[src/rtl/keysw_io_responder.sv]
// KEY/SW memory-mapped responder: 2-flop sync, per-device debounce, sticky RDY/OR status.
// Define KEYSW_IRQ_EN to add the registered irq output.
module keysw_dev #(
    parameter int          W        = 4,
    parameter bit          INVERT   = 1'b0,
    parameter logic [15:0] DEBOUNCE = 16'd50000
) (
    input  logic         clk,
    input  logic         reset,
    input  logic [W-1:0] raw,
    input  logic         rd_data,
    input  logic         wr_ctrl,
    input  logic         wr_or,
    input  logic         wr_ie,
    output logic [W-1:0] stable,
    output logic         rdy,
    output logic         ovr,
    output logic         ie
);
    localparam int STAGES = 2;

    logic [W-1:0]    s1, s2, prev, sample;
    logic [15:0]     cnt;
    logic [STAGES:0] vld_pipe;
    logic            ev;

    assign sample = INVERT ? ~s2 : s2;
    assign ev = vld_pipe[STAGES] && (sample == prev) && (sample != stable)
                && (cnt == DEBOUNCE - 16'd1);

    always_ff @(posedge clk) begin
        if (reset) begin
            s1       <= '0;
            s2       <= '0;
            prev     <= '0;
            stable   <= '0;
            cnt      <= '0;
            vld_pipe <= '0;
            rdy      <= 1'b0;
            ovr      <= 1'b0;
            ie       <= 1'b0;
        end else begin
            s1       <= raw;
            s2       <= s1;
            prev     <= sample;
            vld_pipe <= {vld_pipe[STAGES-1:0], 1'b1};
            // First real sample seeds the stable value silently.
            if (!vld_pipe[STAGES]) begin
                if (vld_pipe[STAGES-1])
                    stable <= sample;
                cnt <= '0;
            end else if (sample != prev || sample == stable) begin
                cnt <= '0;
            end else if (cnt == DEBOUNCE - 16'd1) begin
                stable <= sample;
                cnt    <= '0;
            end else begin
                cnt <= cnt + 16'd1;
            end

            if (ev)
                rdy <= 1'b1;
            else if (rd_data)
                rdy <= 1'b0;

            // Event beats a concurrent OR-clear; a concurrent data read suppresses overrun.
            if (ev && rdy && !rd_data)
                ovr <= 1'b1;
            else if (wr_ctrl && !wr_or)
                ovr <= 1'b0;

            if (wr_ctrl)
                ie <= wr_ie;
        end
    end
endmodule

module keysw_io_responder #(
    parameter int                DBITS    = 32,
    parameter logic [DBITS-1:0]  ADDRKEY  = 32'hFFFFF080,
    parameter logic [DBITS-1:0]  ADDRSW   = 32'hFFFFF090,
    parameter logic [15:0]       DEBOUNCE = 16'd50000
) (
    input  logic             clk,
    input  logic             reset,
    input  logic [DBITS-1:0] addr,
    input  logic [DBITS-1:0] wrdata,
    input  logic             we,
    input  logic             re,
    output logic [DBITS-1:0] rddata,
    input  logic [3:0]       KEY,
    input  logic [9:0]       SW
`ifdef KEYSW_IRQ_EN
    ,
    output logic             irq
`endif
);
    localparam logic [DBITS-1:0] KCTRL_A = ADDRKEY + DBITS'(4);
    localparam logic [DBITS-1:0] SCTRL_A = ADDRSW + DBITS'(4);

    logic             hit_kdata, hit_kctrl, hit_sdata, hit_sctrl;
    logic [3:0]       key_stable;
    logic [9:0]       sw_stable;
    logic             k_rdy, k_ovr, k_ie, s_rdy, s_ovr, s_ie;
    logic [DBITS-1:0] rd_next;
    logic             unused_bits;

    assign hit_kdata = addr[DBITS-1:2] == ADDRKEY[DBITS-1:2];
    assign hit_kctrl = addr[DBITS-1:2] == KCTRL_A[DBITS-1:2];
    assign hit_sdata = addr[DBITS-1:2] == ADDRSW[DBITS-1:2];
    assign hit_sctrl = addr[DBITS-1:2] == SCTRL_A[DBITS-1:2];
    assign unused_bits = ^{addr[1:0], wrdata[DBITS-1:5], wrdata[3], wrdata[1:0]};

    keysw_dev #(.W(4), .INVERT(1'b1), .DEBOUNCE(DEBOUNCE)) u_key (
        .clk     (clk),
        .reset   (reset),
        .raw     (KEY),
        .rd_data (re && hit_kdata),
        .wr_ctrl (we && hit_kctrl),
        .wr_or   (wrdata[2]),
        .wr_ie   (wrdata[4]),
        .stable  (key_stable),
        .rdy     (k_rdy),
        .ovr     (k_ovr),
        .ie      (k_ie)
    );

    keysw_dev #(.W(10), .INVERT(1'b0), .DEBOUNCE(DEBOUNCE)) u_sw (
        .clk     (clk),
        .reset   (reset),
        .raw     (SW),
        .rd_data (re && hit_sdata),
        .wr_ctrl (we && hit_sctrl),
        .wr_or   (wrdata[2]),
        .wr_ie   (wrdata[4]),
        .stable  (sw_stable),
        .rdy     (s_rdy),
        .ovr     (s_ovr),
        .ie      (s_ie)
    );

    always_comb begin
        rd_next = '0;
        if (re) begin
            if (hit_kdata)
                rd_next = DBITS'(key_stable);
            else if (hit_kctrl)
                rd_next = DBITS'({k_ie, 1'b0, k_ovr, 1'b0, k_rdy});
            else if (hit_sdata)
                rd_next = DBITS'(sw_stable);
            else if (hit_sctrl)
                rd_next = DBITS'({s_ie, 1'b0, s_ovr, 1'b0, s_rdy});
        end
    end

    always_ff @(posedge clk) begin
        if (reset)
            rddata <= '0;
        else
            rddata <= rd_next;
    end

`ifdef KEYSW_IRQ_EN
    always_ff @(posedge clk) begin
        if (reset)
            irq <= 1'b0;
        else
            irq <= (k_rdy & k_ie) | (s_rdy & s_ie);
    end
`endif
endmodule
[config.mk]
export PLATFORM = sky130hd
export DESIGN_NAME = keysw_io_responder
export DESIGN_NICKNAME = d
export VERILOG_FILES = /design/src/rtl/keysw_io_responder.sv
export SDC_FILE = /design/constraint.sdc
export NUM_CORES = 1
export LEC_CHECK = 0
export ABC_AREA = 1
export CAP_MARGIN = 40
export CORE_AREA = 8 8 105 107
export DETAILED_ROUTE_END_ITERATION = 10
export DIE_AREA = 0 0 113 115
export GPL_TIMING_DRIVEN = 0
export PLACE_DENSITY = 0.82
export SETUP_SLACK_MARGIN = 0.15
export SLEW_MARGIN = 20
export SYNTH_ARGS = -nofsm -noshare
export SYNTH_HDL_FRONTEND = slang
export SYNTH_SLANG_ARGS = --single-unit
[constraint.sdc]
create_clock -name clk -period 4.1 [get_ports clk]
set_input_delay 0.82 -clock clk [delete_from_list [all_inputs] [get_ports clk]]
set_output_delay 0.82 -clock clk [all_outputs]
set_load 0.01 [all_outputs]
After elaboration in Yosys (flattened, before gate mapping):

Index checks and enable logic that the tools add are counted.

* bits in writable memories: 0
* ROM bits: 0
* bits in latches: 0
* memories kept: 0
* register bits: 132
* word-level logic and storage cells: 105

* equality and inequality tests: 18
* bitwise operators: 4
* magnitude comparators: 0
* muxes and demuxes: 22
* $add $sub $neg: 2
* multiply operators: 0
* shifts and indexed selects: 0
* reduce and logical (&&, ||, !) cells: 35
* divide/modulo/power cells: 0

Operators with widths (count)
* $eq 30x30->1 const B: 4
* $mux 10: 5
* $add 16x1->16 const B: 2
* $eq 16x16->1 const B: 2
* $eq 10x10->1: 2
* $mux 4: 5
* $ne 10x10->1: 2
* $logic_and 1x1->1: 16
* $reduce_bool 2->1: 6
* $reduce_or 4->1: 3
* $mux 1: 10
* $mux 5: 2
* $eq 4x4->1: 2
* $ne 2x2->1 const B: 4
* $ne 4x4->1: 2
* $reduce_and 3->1: 2
* $reduce_or 5->1: 1
* $not 4->4: 1
* $logic_not 1->1: 3
* $not 1->1: 3
* $reduce_or 3->1: 1
* $logic_or 1x1->1: 2
* $reduce_or 2->1: 1

Logic depth before layout (Yosys ltp):

* depth in word-level cells: 8
* mapped depth: 12

By module:

A second synthesis with hierarchy kept.

* cell total of the unflattened synthesis: 710
* area total of the unflattened synthesis: 5077.4 um^2

Modules (own cells, without submodules)
* keysw_dev (u_sw): seq. area each 1241.2 um^2, area each 2526.2 um^2, cells each 351, times used 1
* keysw_dev (u_key): seq. area each 760.7 um^2, area each 1700.4 um^2, cells each 226, times used 1
* keysw_io_responder: seq. area each 200.2 um^2, area each 850.8 um^2, cells each 133, times used 1

Least setup slack after synthesis:

OpenSTA, ideal clock, no wires.

* path type: input to register
* from: in addr[6]
* to: reg rddata[1]
* library setup time: 0.122 ns
* arrival time: 1.652 ns
* cell stages on the path: 10
* path slack: 2.326 ns
* required time: 3.978 ns
* cells stage by stage: inv_1 nand2_1 nor2_1 inv_1 nor2_1 nand3_1 nand2_1 nor2_1 inv_1 o21ai_0

* longest elaborated chain between the ends: 4
* elaborated cells between the ends (all ways): 6
* those cells by class: eq/ne (3); mux (3)

Ends and longest elaborated chain
* start: declaration: RTL line 86 `input logic [DBITS-1:0] addr,`
* $eq 30x30->1: RTL line 110 `assign hit_sdata = addr[DBITS-1:2] == ADDRSW[DBITS-1:2];`
* $mux 10: RTL line 149 `else if (hit_sdata)`
* $mux 5: RTL line 147 `else if (hit_kctrl)`
* $mux 4 (*): RTL line 145 `if (hit_kdata)`
* end signal: assignment: RTL line 160 `rddata <= rd_next;`
* end: declaration: RTL line 90 `output logic [DBITS-1:0] rddata,`

Every way passes the cells marked *; elsewhere a longest branch is shown, timed or not.
A chain may end at the register's enable or synchronous reset.

Final worst setup path:

* from: in addr[30]
* to: reg rddata[1]

Same word-level chain as after synthesis.

==> out/results.ini <==
[timing]
slew_headroom = 0.652
max_freq_ghz = 0.443
hold_viol = 0
max_slew.worst_pin.slew_ps = 522
slew_viol_final = 0
tns_ps = 0
min_period_over_period = 0.550
rsz0062_at_grt = no
clock-skew-final_ps = 19.1
setup_viol = 0
period_minus_slack_ps = 2260
holdWs_ps = 394

[clocking]
cts.path.max_buffers = 2
cts_setup_buffers = 0
cts_tree = done
cts_buffers = 9
path_clk_slew_ps = 110
cts.sinks = 107
hold_buffers = 0
htreeDepth = 3
cts_root_buf = clkbuf_8
clock_latency_ps = 370
cts_resized = 0

[synthesis]
synthXorXnorAreaFrac = 0.0286
synthFlopType = dfxtp_1
synth_top_area_frac = 0.438
synth_edf_count = 0
synth_seq_area_share = 0.438
synth_mux_area_frac = 0
netlist_instances = 715
synth_fa_ha_area_frac = 0.00511
synth_compound_gate_area_share = 0.0493
synth_area_mm2 = 0.00490
yosys.area.top_type = dfxtp_1
yosys.area_share.simple = 0.337
yosys_warnings = 0
yosysMostFrequentCell = nand2_1
synthTopCellsByArea = dfxtp_1 (44%), nand2_1 (12%), nor2_1 (11%)
synth_top_family_by_area = simple AND/OR/NAND/NOR gates
synth_async_sr_flop_share = 0
yosys-top-cells-count = nand2_1 (157), nor2_1 (141), inv_1 (112)
netlist-cell-type-count = 35
syn_avg_cell_area_um2 = 6.85
ys_ff_latch = 107

[final_layout]
fin_area_mm2 = 0.00587
multi_input_comb_area_mm2 = 0.00214
fin_nets = 889
diodes = 0
area_growth_pct = 20.0
drive_above_1_share = 0.0914
fillers = 860
final_util = 0.621
regArea_mm2 = 0.00214

[setup_path]
cp_max_fo = 7
r2r_slack_ps = 2170
worst-setup-path-type = input port to flip-flop
crit_buf_inv = 2
worstSetupStartpointType = input port
slowest_stage = clkdlybuf4s50_1
worstPathArrival_ps = 2490
crit_path_max_incr_delay_ps = 490
crit_path_end_kind = flip-flop
critical_path_required_ps = 4330
cp_top_family = simple AND/OR/NAND/NOR gates
path_cells = clkdlybuf4s50_1 > nand2_1 > nor2_1 > nand2_1 > nor2_1 > nand3_1 > nand2_1 > nor2_1 > inv_1 > o21ai_0

[flow_run]
drv_cap = 0

[outcome]
status = completed

[place]
portBuffers = 58
place.gp.congestion = 0.883
hpwl_mm = 8.08
place_area_mm2 = 0.00570

[grt]
grt_pass1_vias = 4244
grt_overflow = 0
antenna_found_initial = 0
grt_usage = 0.163
grt_pass1_wl_mm = 17.5
grt_start_max_net_pins = 19

[die]
dieArea_mm2 = 0.0130
fp.coreArea_mm2 = 0.00946
die_x_um = 113
rows = 36
die_y_um = 115
initial_core_util = 0.518
io_pins = 114

[detailed_routing]
vias = 4344
antenna_left = 0
drcViolationCount = 0
viasPerCell = 4.70
wl_mm = 10.3
drtIter0Drc = 289
dr.pass1.iters = 4
avgRoutedWirePerCell_um = 11.2

[worst_hold_path]
hold_path_class = flip-flop to flip-flop

[power]
ir_drop_mv = 0.287
power.density_mw_per_mm2 = 318
leakage_nw = 2.61

[layout make-up]
type / count / share of cell area
buffer: 35 / 0.0401
inverter: 122 / 0.0780
clock buffer: 10 / 0.0217
multi-input combinational: 472 / 0.364
tap: 114 / 0.0243
timing repair buffer: 58 / 0.0988
sequential: 107 / 0.365
clock inverter: 6 / 0.00810
[state kept, by name, summed over array words and instances, names as in the netlist, 2 cells and up]
| name | count |
|---|---|
| u_sw.vld_pipe | 2 |
| u_key.stable | 4 |
| u_sw.stable | 10 |
| u_sw.cnt | 16 |
| u_key.cnt | 16 |
| u_key.prev | 4 |
| u_sw.prev | 10 |
| u_sw.s2 | 10 |
| u_sw.s1 | 10 |
| u_key.s1 | 4 |
| rddata | 10 |
| u_key.s2 | 4 |
[worst paths after layout]
path,startpoint,end,cells after the start
hold / removal,u_key.s1[0],u_key.s2[0],2
setup reg to reg,u_sw.cnt[0],u_sw.stable[1],11
setup / recovery,addr[30],rddata[1],10
hold reg to reg,u_key.s1[0],u_key.s2[0],2
[kinds of logic after synthesis]
group	after synthesis
simple gates	388
buf+inv	157
fa+ha+maj	2
compound gates	44
xor+xnor	16
other cells	1
flops	107
[metal layers]
layer,track usage,up-vias,share of wire
met2,0.308,61,0.54
met3,0.0326,9,0.034
li1,-,2303,-
met1,0.174,1971,0.42
met5,0,-,0
met4,0.0613,0,0.0089
[worst min-delay path: stages (launching register included)]
cell and delay [ps]:
dfxtp_1 310, inv_1 40, nor2_1 30
[stage by stage]
stage | worst slack [ps] | power [W] | cells
floorplan | 2330 | 0.00122 | 736
global placement | 1560 | 0.00129 | 908
detailed placement | 1500 | 0.00130 | 908
CTS | 1880 | 0.00188 | 924
global route | 1690 | 0.00195 | 924
finish | 1840 | 0.00187 | 924
[placed cells by master (no fill, tap or decap), types with 3 or more instances in the layout]
cell type	netlist	routed
a21oi_1	27	27
nor2_1	141	141
buf_4	23	23
nand2_1	157	157
dfxtp_1	107	107
clkbuf_1	8	9
inv_1	112	112
nor3_1	15	15
conb_1	1	22
a21oi_2	3	3
clkdlybuf4s50_1	0	58
nor2_2	9	9
o21ai_0	10	10
nand3_1	38	38
nor3_2	3	3
xnor2_1	5	5
inv_2	9	9
xor2_1	11	11
nand4_1	12	12
or2_2	3	3
clkbuf_8	0	9
[report_power, final]
part | leakage (nW) | internal [W] | total [W] | switching (W)
sequential | 0.873 | 0.00107 | 0.00109 | 0.0000185
clock | 0.0929 | 0.000229 | 0.000591 | 0.000362
combinational | 1.64 | 0.0000958 | 0.000191 | 0.0000955
total | 2.61 | 0.00139 | 0.00187 | 0.000476
Power figures use the tool's default switching activity.
